--- config.mk ---
export PLATFORM = sky130hd
export DESIGN_NAME = angle_quadrant_reducer
export DESIGN_NICKNAME = d
export VERILOG_FILES = /design/src/rtl/angle_quadrant_reducer.sv
export SDC_FILE = /design/constraint.sdc
export NUM_CORES = 1
export LEC_CHECK = 0
export CORE_MARGIN = 3
export CORE_UTILIZATION = 30
export CTS_CLUSTER_SIZE = 8
export DETAILED_ROUTE_END_ITERATION = 12
export GPL_TIMING_DRIVEN = 0
export PLACE_DENSITY = 0.5
export SYNTH_ARGS = -nofsm -noshare
export SYNTH_HDL_FRONTEND = slang
export SYNTH_SLANG_ARGS = --single-unit
--- constraint.sdc ---
create_clock -name clk -period 3.8 [get_ports clk]
set_clock_uncertainty 0.05 [all_clocks]
set_input_delay 0.95 -clock clk [delete_from_list [all_inputs] [get_ports clk]]
set_output_delay 0.95 -clock clk [all_outputs]
set_load 0.02 [all_outputs]
--- src/rtl/angle_quadrant_reducer.sv ---
// Range-reduces a signed angle in degrees to [0,359] using one +/-360 step per cycle.
// It then emits the quadrant and the reference angle (0..90) with a one-cycle strobe.
module angle_quadrant_reducer #(
    parameter int ANGLE_W = 16
) (
    input  logic               clk,
    input  logic               reset_n,
    input  logic               in_valid,
    input  logic [ANGLE_W-1:0] angle_in,
    output logic               in_ready,
    output logic               busy,
    output logic               out_valid,
    output logic [1:0]         quadrant,
    output logic [ANGLE_W-1:0] ref_angle
);

    typedef enum logic [1:0] {
        IDLE,
        REDUCE,
        MAP
    } state_t;

    localparam logic signed [ANGLE_W:0] DEG_90  = (ANGLE_W+1)'(90);
    localparam logic signed [ANGLE_W:0] DEG_180 = (ANGLE_W+1)'(180);
    localparam logic signed [ANGLE_W:0] DEG_270 = (ANGLE_W+1)'(270);
    localparam logic signed [ANGLE_W:0] DEG_360 = (ANGLE_W+1)'(360);

    state_t                    state_q, state_d;
    logic signed [ANGLE_W:0]   w_q, w_d;
    logic                      out_valid_q, out_valid_d;
    logic [1:0]                quadrant_q, quadrant_d;
    logic [ANGLE_W-1:0]        ref_angle_q, ref_angle_d;

    always_comb begin
        state_d     = state_q;
        w_d         = w_q;
        out_valid_d = 1'b0;
        quadrant_d  = quadrant_q;
        ref_angle_d = ref_angle_q;
        case (state_q)
            IDLE: begin
                if (in_valid) begin
                    w_d     = {angle_in[ANGLE_W-1], angle_in};
                    state_d = REDUCE;
                end
            end
            REDUCE: begin
                // The extra working bit keeps both correction directions overflow-free.
                if (w_q[ANGLE_W]) begin
                    w_d = w_q + DEG_360;
                end else if (w_q >= DEG_360) begin
                    w_d = w_q - DEG_360;
                end else begin
                    state_d = MAP;
                end
            end
            MAP: begin
                if (w_q <= DEG_90) begin
                    quadrant_d  = 2'd0;
                    ref_angle_d = ANGLE_W'(w_q);
                end else if (w_q <= DEG_180) begin
                    quadrant_d  = 2'd1;
                    ref_angle_d = ANGLE_W'(DEG_180 - w_q);
                end else if (w_q <= DEG_270) begin
                    quadrant_d  = 2'd2;
                    ref_angle_d = ANGLE_W'(w_q - DEG_180);
                end else begin
                    quadrant_d  = 2'd3;
                    ref_angle_d = ANGLE_W'(DEG_360 - w_q);
                end
                out_valid_d = 1'b1;
                state_d     = IDLE;
            end
            default: state_d = IDLE;
        endcase
    end

    always_ff @(posedge clk) begin
        if (!reset_n) begin
            state_q     <= IDLE;
            w_q         <= '0;
            out_valid_q <= 1'b0;
            quadrant_q  <= '0;
            ref_angle_q <= '0;
        end else begin
            state_q     <= state_d;
            w_q         <= w_d;
            out_valid_q <= out_valid_d;
            quadrant_q  <= quadrant_d;
            ref_angle_q <= ref_angle_d;
        end
    end

    assign in_ready  = (state_q == IDLE);
    assign busy      = (state_q == REDUCE) || (state_q == MAP);
    assign out_valid = out_valid_q;
    assign quadrant  = quadrant_q;
    assign ref_angle = ref_angle_q;

endmodule

Word level (Yosys, flattened, before mapping) --
Index checks and enable logic that the tools add are counted.
Word-level totals: flip-flop bits (word level) 38, latch bits 0, memories kept 0, bits in read-only memories 0, output and inout port bits 21, word-level logic and storage cells 42, input bits 19, memory bits (writable) 0
Cells by class: add/sub/neg operators 5, $mul 0, divide/modulo/power cells 0, magnitude comparators 4, muxes and demuxes 15, bitwise logic cells 0, shift-type cells 0, equality and inequality tests 6, reduce and logical (&&, ||, !) cells 6
Operators by type and width (count):
- two-way mux 17 bit | 3
- two-way mux 16 bit | 3
- case mux 17 bit (2 select lines) | 1
- adder 17 x 10 -> 17 bit, second input constant | 1
- >= comparator 17 x 10 -> 1 bit, second input constant | 1
- <= comparator 17 x 10 -> 1 bit, second input constant | 1
- <= comparator 17 x 8 -> 1 bit, second input constant | 1
- <= comparator 17 x 9 -> 1 bit, second input constant | 1
- subtractor 17 x 10 -> 17 bit, second input constant | 1
- subtractor 10 x 16 -> 16 bit, first input constant | 1
- subtractor 16 x 9 -> 16 bit, second input constant | 1
- subtractor 9 x 16 -> 16 bit, first input constant | 1
- two-way mux 2 bit | 5
- != test 2 bit, second input constant | 3
- AND reduction 3 bit | 2
- case mux 2 bit (2 select lines) | 1
- != test 3 bit, second input constant | 1
- equality test 2 x 1 -> 1 bit, second input constant | 1
- equality test 2 bit, second input constant | 1
- zero test 2 bit | 1
- two-way mux 1 bit | 2
- AND reduction 2 bit | 1
- nonzero test 2 bit | 1
- logical OR 1 bit | 1

Longest topological paths before layout --
depth after elaboration 4, mapped depth 11, mapped depth without buffers 9

Worst setup path before layout --
OpenSTA, ideal clock, no wires.
kind reg-to-reg, start point register w_q[3], end point register w_q[8], buffers on the path 2, data arrival time 2.319 ns, period minus slack after synthesis 2.499 ns, required time 3.620 ns, setup slack 1.301 ns, setup time 0.130 ns, stages on the path, launching flop included 12, path through dfxtp_1 -> clkbuf_1 -> inv_1 -> ha_1 -> and3b_1 -> o21ai_0 -> o21ai_1 -> nand2b_1 -> buf_4 -> o211ai_1 -> mux2i_1 -> o22ai_1
On the way: longest elaborated chain between the ends 4, elaborated cells on any way between the ends 8, classes of those cells add/sub (2); order compare (1); eq/ne (1); mux (3); reduce/logical (1)
RTL lines:
- start, declared | line 29 | logic signed [ANGLE_W:0] w_q, w_d;
- start signal, assigned | line 87 | w_q <= w_d;
- subtractor 17 x 10 -> 17 bit | line 52 | w_d = w_q - DEG_360;
- two-way mux 17 bit | line 51 | end else if (w_q >= DEG_360) begin
- two-way mux 17 bit | line 49 | if (w_q[ANGLE_W]) begin
- case mux 17 bit (2 select lines) | line 40 | case (state_q)
Parallel ways exist; a longest one is shown, timed or not. The select of a mux whose other input is x is not followed. A chain may end at the register's enable or synchronous reset.

Worst setup path after layout --
start point register w_q[4], end point register ref_angle_q[15], in the netlist ref_angle[15]
On the way: longest elaborated chain between the ends 4, elaborated cells on any way between the ends 9, classes of those cells add/sub (3); order compare (3); mux (3)
RTL lines:
- subtractor 10 x 16 -> 16 bit, or another cell as far along | line 69 | ref_angle_d = ANGLE_W'(DEG_360 - w_q);
- two-way mux 16 bit | line 64 | end else if (w_q <= DEG_270) begin
- two-way mux 16 bit | line 61 | end else if (w_q <= DEG_180) begin
- two-way mux 16 bit (*) | line 58 | if (w_q <= DEG_90) begin
- end signal, assigned | line 90 | ref_angle_q <= ref_angle_d;
- end, declared | line 32 | logic [ANGLE_W-1:0] ref_angle_q, ref_angle_d;
Mark *: on every way between the ends. The rest lies on a longest branch, timed or not.

==> reports/summary.txt <==
Tcrit/Tclk final: 88.4%
Clock Path Buffers: 2
hold buffer count at CTS: 0
Pwr Density: 863 nW/um^2
placed insts: 577
Routed WL per cell: 19.2 um
Hold WC Path Type: flip-flop to flip-flop
Residual DRC: 0
Setup Buffers After CTS: 0
Routed Antenna Nets: 0
Yosys Warn Count: 0
CORE AREA: 9820 um^2
share of synthesized area spent on multiplexers: 2.68%
mapped cell area: 3030 um^2
Post-Syn Instances: 405
CP top delay family: compound AO/OA/AOI/OAI gates
Max Clk Rate: 298 MHz
share of layout cells above drive strength 1: 6.19%
CP startpoint: w_q[4]
die height: 107 um
area of placed instances: 3590 um^2
crit end category: flip-flop
Final Wtd Congestion: 0.917
Mean Syn Cell Area: 7.49 um^2
Post-Route WL: 11200 um
Mapped Nets: 437
largest family of logic cells by synthesized area: compound AO/OA/AOI/OAI gates
antenna violations before repair: 0
Setup CP Type: flip-flop to flip-flop
Max Transition Viols Final: 0
worst-path fanout max: 10
First-pass DRT Iterations: 5
Port Buf Inserts: 39
largest net degree at the start of global routing: 13
final hold viol count: 0
unrepaired setup endpoints after global routing: no
Worst VDD drop: 0.472 mV
io pins: 40
Synth Register Bits: 38
design area: 3680 um^2
Final nets: 483
Worst setup SP type: flip-flop
number of DRC markers in iteration 0: 238
Setup TNS: 0 ps
Worst path most repeated cell: a21oi_1
Ant. Diodes: 0
Non-Filler Instances: 585
CP max-delay cell: a21oi_1
Area growth, synth to finish: 21.5%
critical-path cell list: clkbuf_1, inv_1, ha_1, and4b_1, o21ai_0, a21oi_1, a21oi_1, o21ai_0, xnor2_1, a21oi_1
first-pass GRT wire length: 17800 um
minimum clock period: 3360 ps
HP Start: ref_angle[0]
max-cap viol count: 0
commonest non-fill, non-tap cell in the layout: a21oi_1
HPWL reported at the end of detailed placement: 8450 um
Synth Flop Type: dfxtp_1
CP required: 3910 ps
final setup vio count: 0
Placement Rows: 36
XOR/XNOR Fraction of Synth Area: 4.91%
post-synthesis compound-gate area fraction: 33.7%
Worst EP arrival: 3470 ps
simple-gate share of the synthesized area: 21.0%
most frequent cells in the layout: a21oi_1, o21ai_0, clkdlybuf4s50_1
DIE WIDTH: 107 um
initial core utilization: 30.9%
Post-synth EDFFs: 0
Synth cell types: 68
CTS H-tree depth: 2
clock root cell: clkbuf_8
vias in the first global route: 3200
Via Count: 3368
WP buf/inv: 2
Async SR Flop Fraction: 0%
slew at the pin closest to its max-slew limit: 879 ps
CP peak stage delay: 570 ps
status: completed
TritonCTS Buffers: 5
Synth Area in Adders: 5.36%
Worst R2R Start: w_q[4]
GRT Residual Overflow: 0
clk_lat worst skew: 300 ps
Worst-path clk slew: 80 ps
GRT Util Overall: 19.9%
CTS tree: done
via/cell ratio: 5.76
die footprint: 11400 um^2
clk sinks: 38
Leak: 1.33 nW
post-cts sizing count: 0
Seq/Total Area, Yosys: 25.1%
Worst slew margin: 41.2%
cell usage after synthesis, types with 4 or more instances:
cell | n | area (um^2)
nor3_1 | 11 | 55.1
ha_1 | 13 | 163
a31oi_1 | 11 | 68.8
o31ai_1 | 5 | 37.5
xnor2_1 | 10 | 87.6
o21ai_0 | 40 | 200
nand4_1 | 10 | 62.6
o22ai_1 | 5 | 31.3
mux2i_1 | 7 | 70.1
clkbuf_1 | 25 | 93.8
nand2_1 | 23 | 86.3
dfxtp_1 | 38 | 761
nand3_1 | 12 | 60.1
and3_1 | 7 | 43.8
a21oi_1 | 42 | 210
o21a_1 | 4 | 30.0
xor2_1 | 7 | 61.3
o211ai_1 | 4 | 30.0
inv_1 | 14 | 52.6
a22oi_1 | 4 | 30.0
nor2_1 | 30 | 113
cell type report:
cell class,count,area [um^2]
Buffer,35,164
Clock buffer,6,82.6
Multi-Input combinational cell,317,2050
Fill cell,1119,6130
Inverter,15,56.3
Clock inverter,2,12.5
Tap cell,133,166
Sequential cell,38,761
Timing Repair Buffer,39,390
path summary, 6_finish.rpt:
kind                    to  slack [ps]  cells past startpoint
max          ref_angle[15]         440                     10
min reg2reg   ref_angle[0]         450                      2
max reg2reg  ref_angle[15]         440                     10
min           ref_angle[0]         450                      2
kinds of logic after synthesis:
family | count (synthesis)
DFF | 38
AOI/OAI and AO/OA | 158
and+or+nand+nor | 121
adders and majority gates | 13
buffers and inverters | 50
muxes | 8
xor gates and xnor gates | 17
worst reg2reg max path, cell delays in order (launching register included):
cell and delay [ps]:
dfxtp_1 380, clkbuf_1 400, inv_1 280, ha_1 280, and4b_1 240, o21ai_0 270, a21oi_1 220, a21oi_1 570
o21ai_0 240, xnor2_1 210, a21oi_1 90
metal layers:
layer / vias up / part of all wire, % / GRT usage [%]
met1: 1627 / 46 / 27.7
met2: 116 / 47 / 32.2
met3: 14 / 5.8 / 3.70
met5: - / 0 / 0
li1: 1611 / - / -
met4: 0 / 1.1 / 4.11
state kept, by name, summed over array words and instances, names as in the netlist:
register,count
w_q,17
out_valid,1
state_q,2
quadrant,2
ref_angle,16
through the flow:
| step | setup slack (ps) | utilization (%) | total power, mW | hold WS, ps |
|---|---|---|---|---|
| 2_1_floorplan | 1300 | - | 2.19 | 450 |
| 3_3_place_gp | 522 | 36.6 | 2.84 | 425 |
| 3_5_place_dp | 574 | 36.6 | 2.84 | 435 |
| 4_1_cts | 553 | 37.5 | 3.16 | 458 |
| 5_1_grt | 165 | 37.5 | 3.44 | 506 |
| 6_report | 442 | 37.5 | 3.18 | 450 |
report_power, final:
| part | leakage, nW | total [mW] | switching (mW) | internal [mW] |
|---|---|---|---|---|
| combinational | 0.970 | 2.30 | 1.45 | 0.854 |
| clock | 0.0472 | 0.309 | 0.163 | 0.146 |
| sequential | 0.310 | 0.572 | 0.0722 | 0.499 |
| total | 1.33 | 3.18 | 1.68 | 1.50 |
No activity file was read; power rests on OpenSTA's default activity.
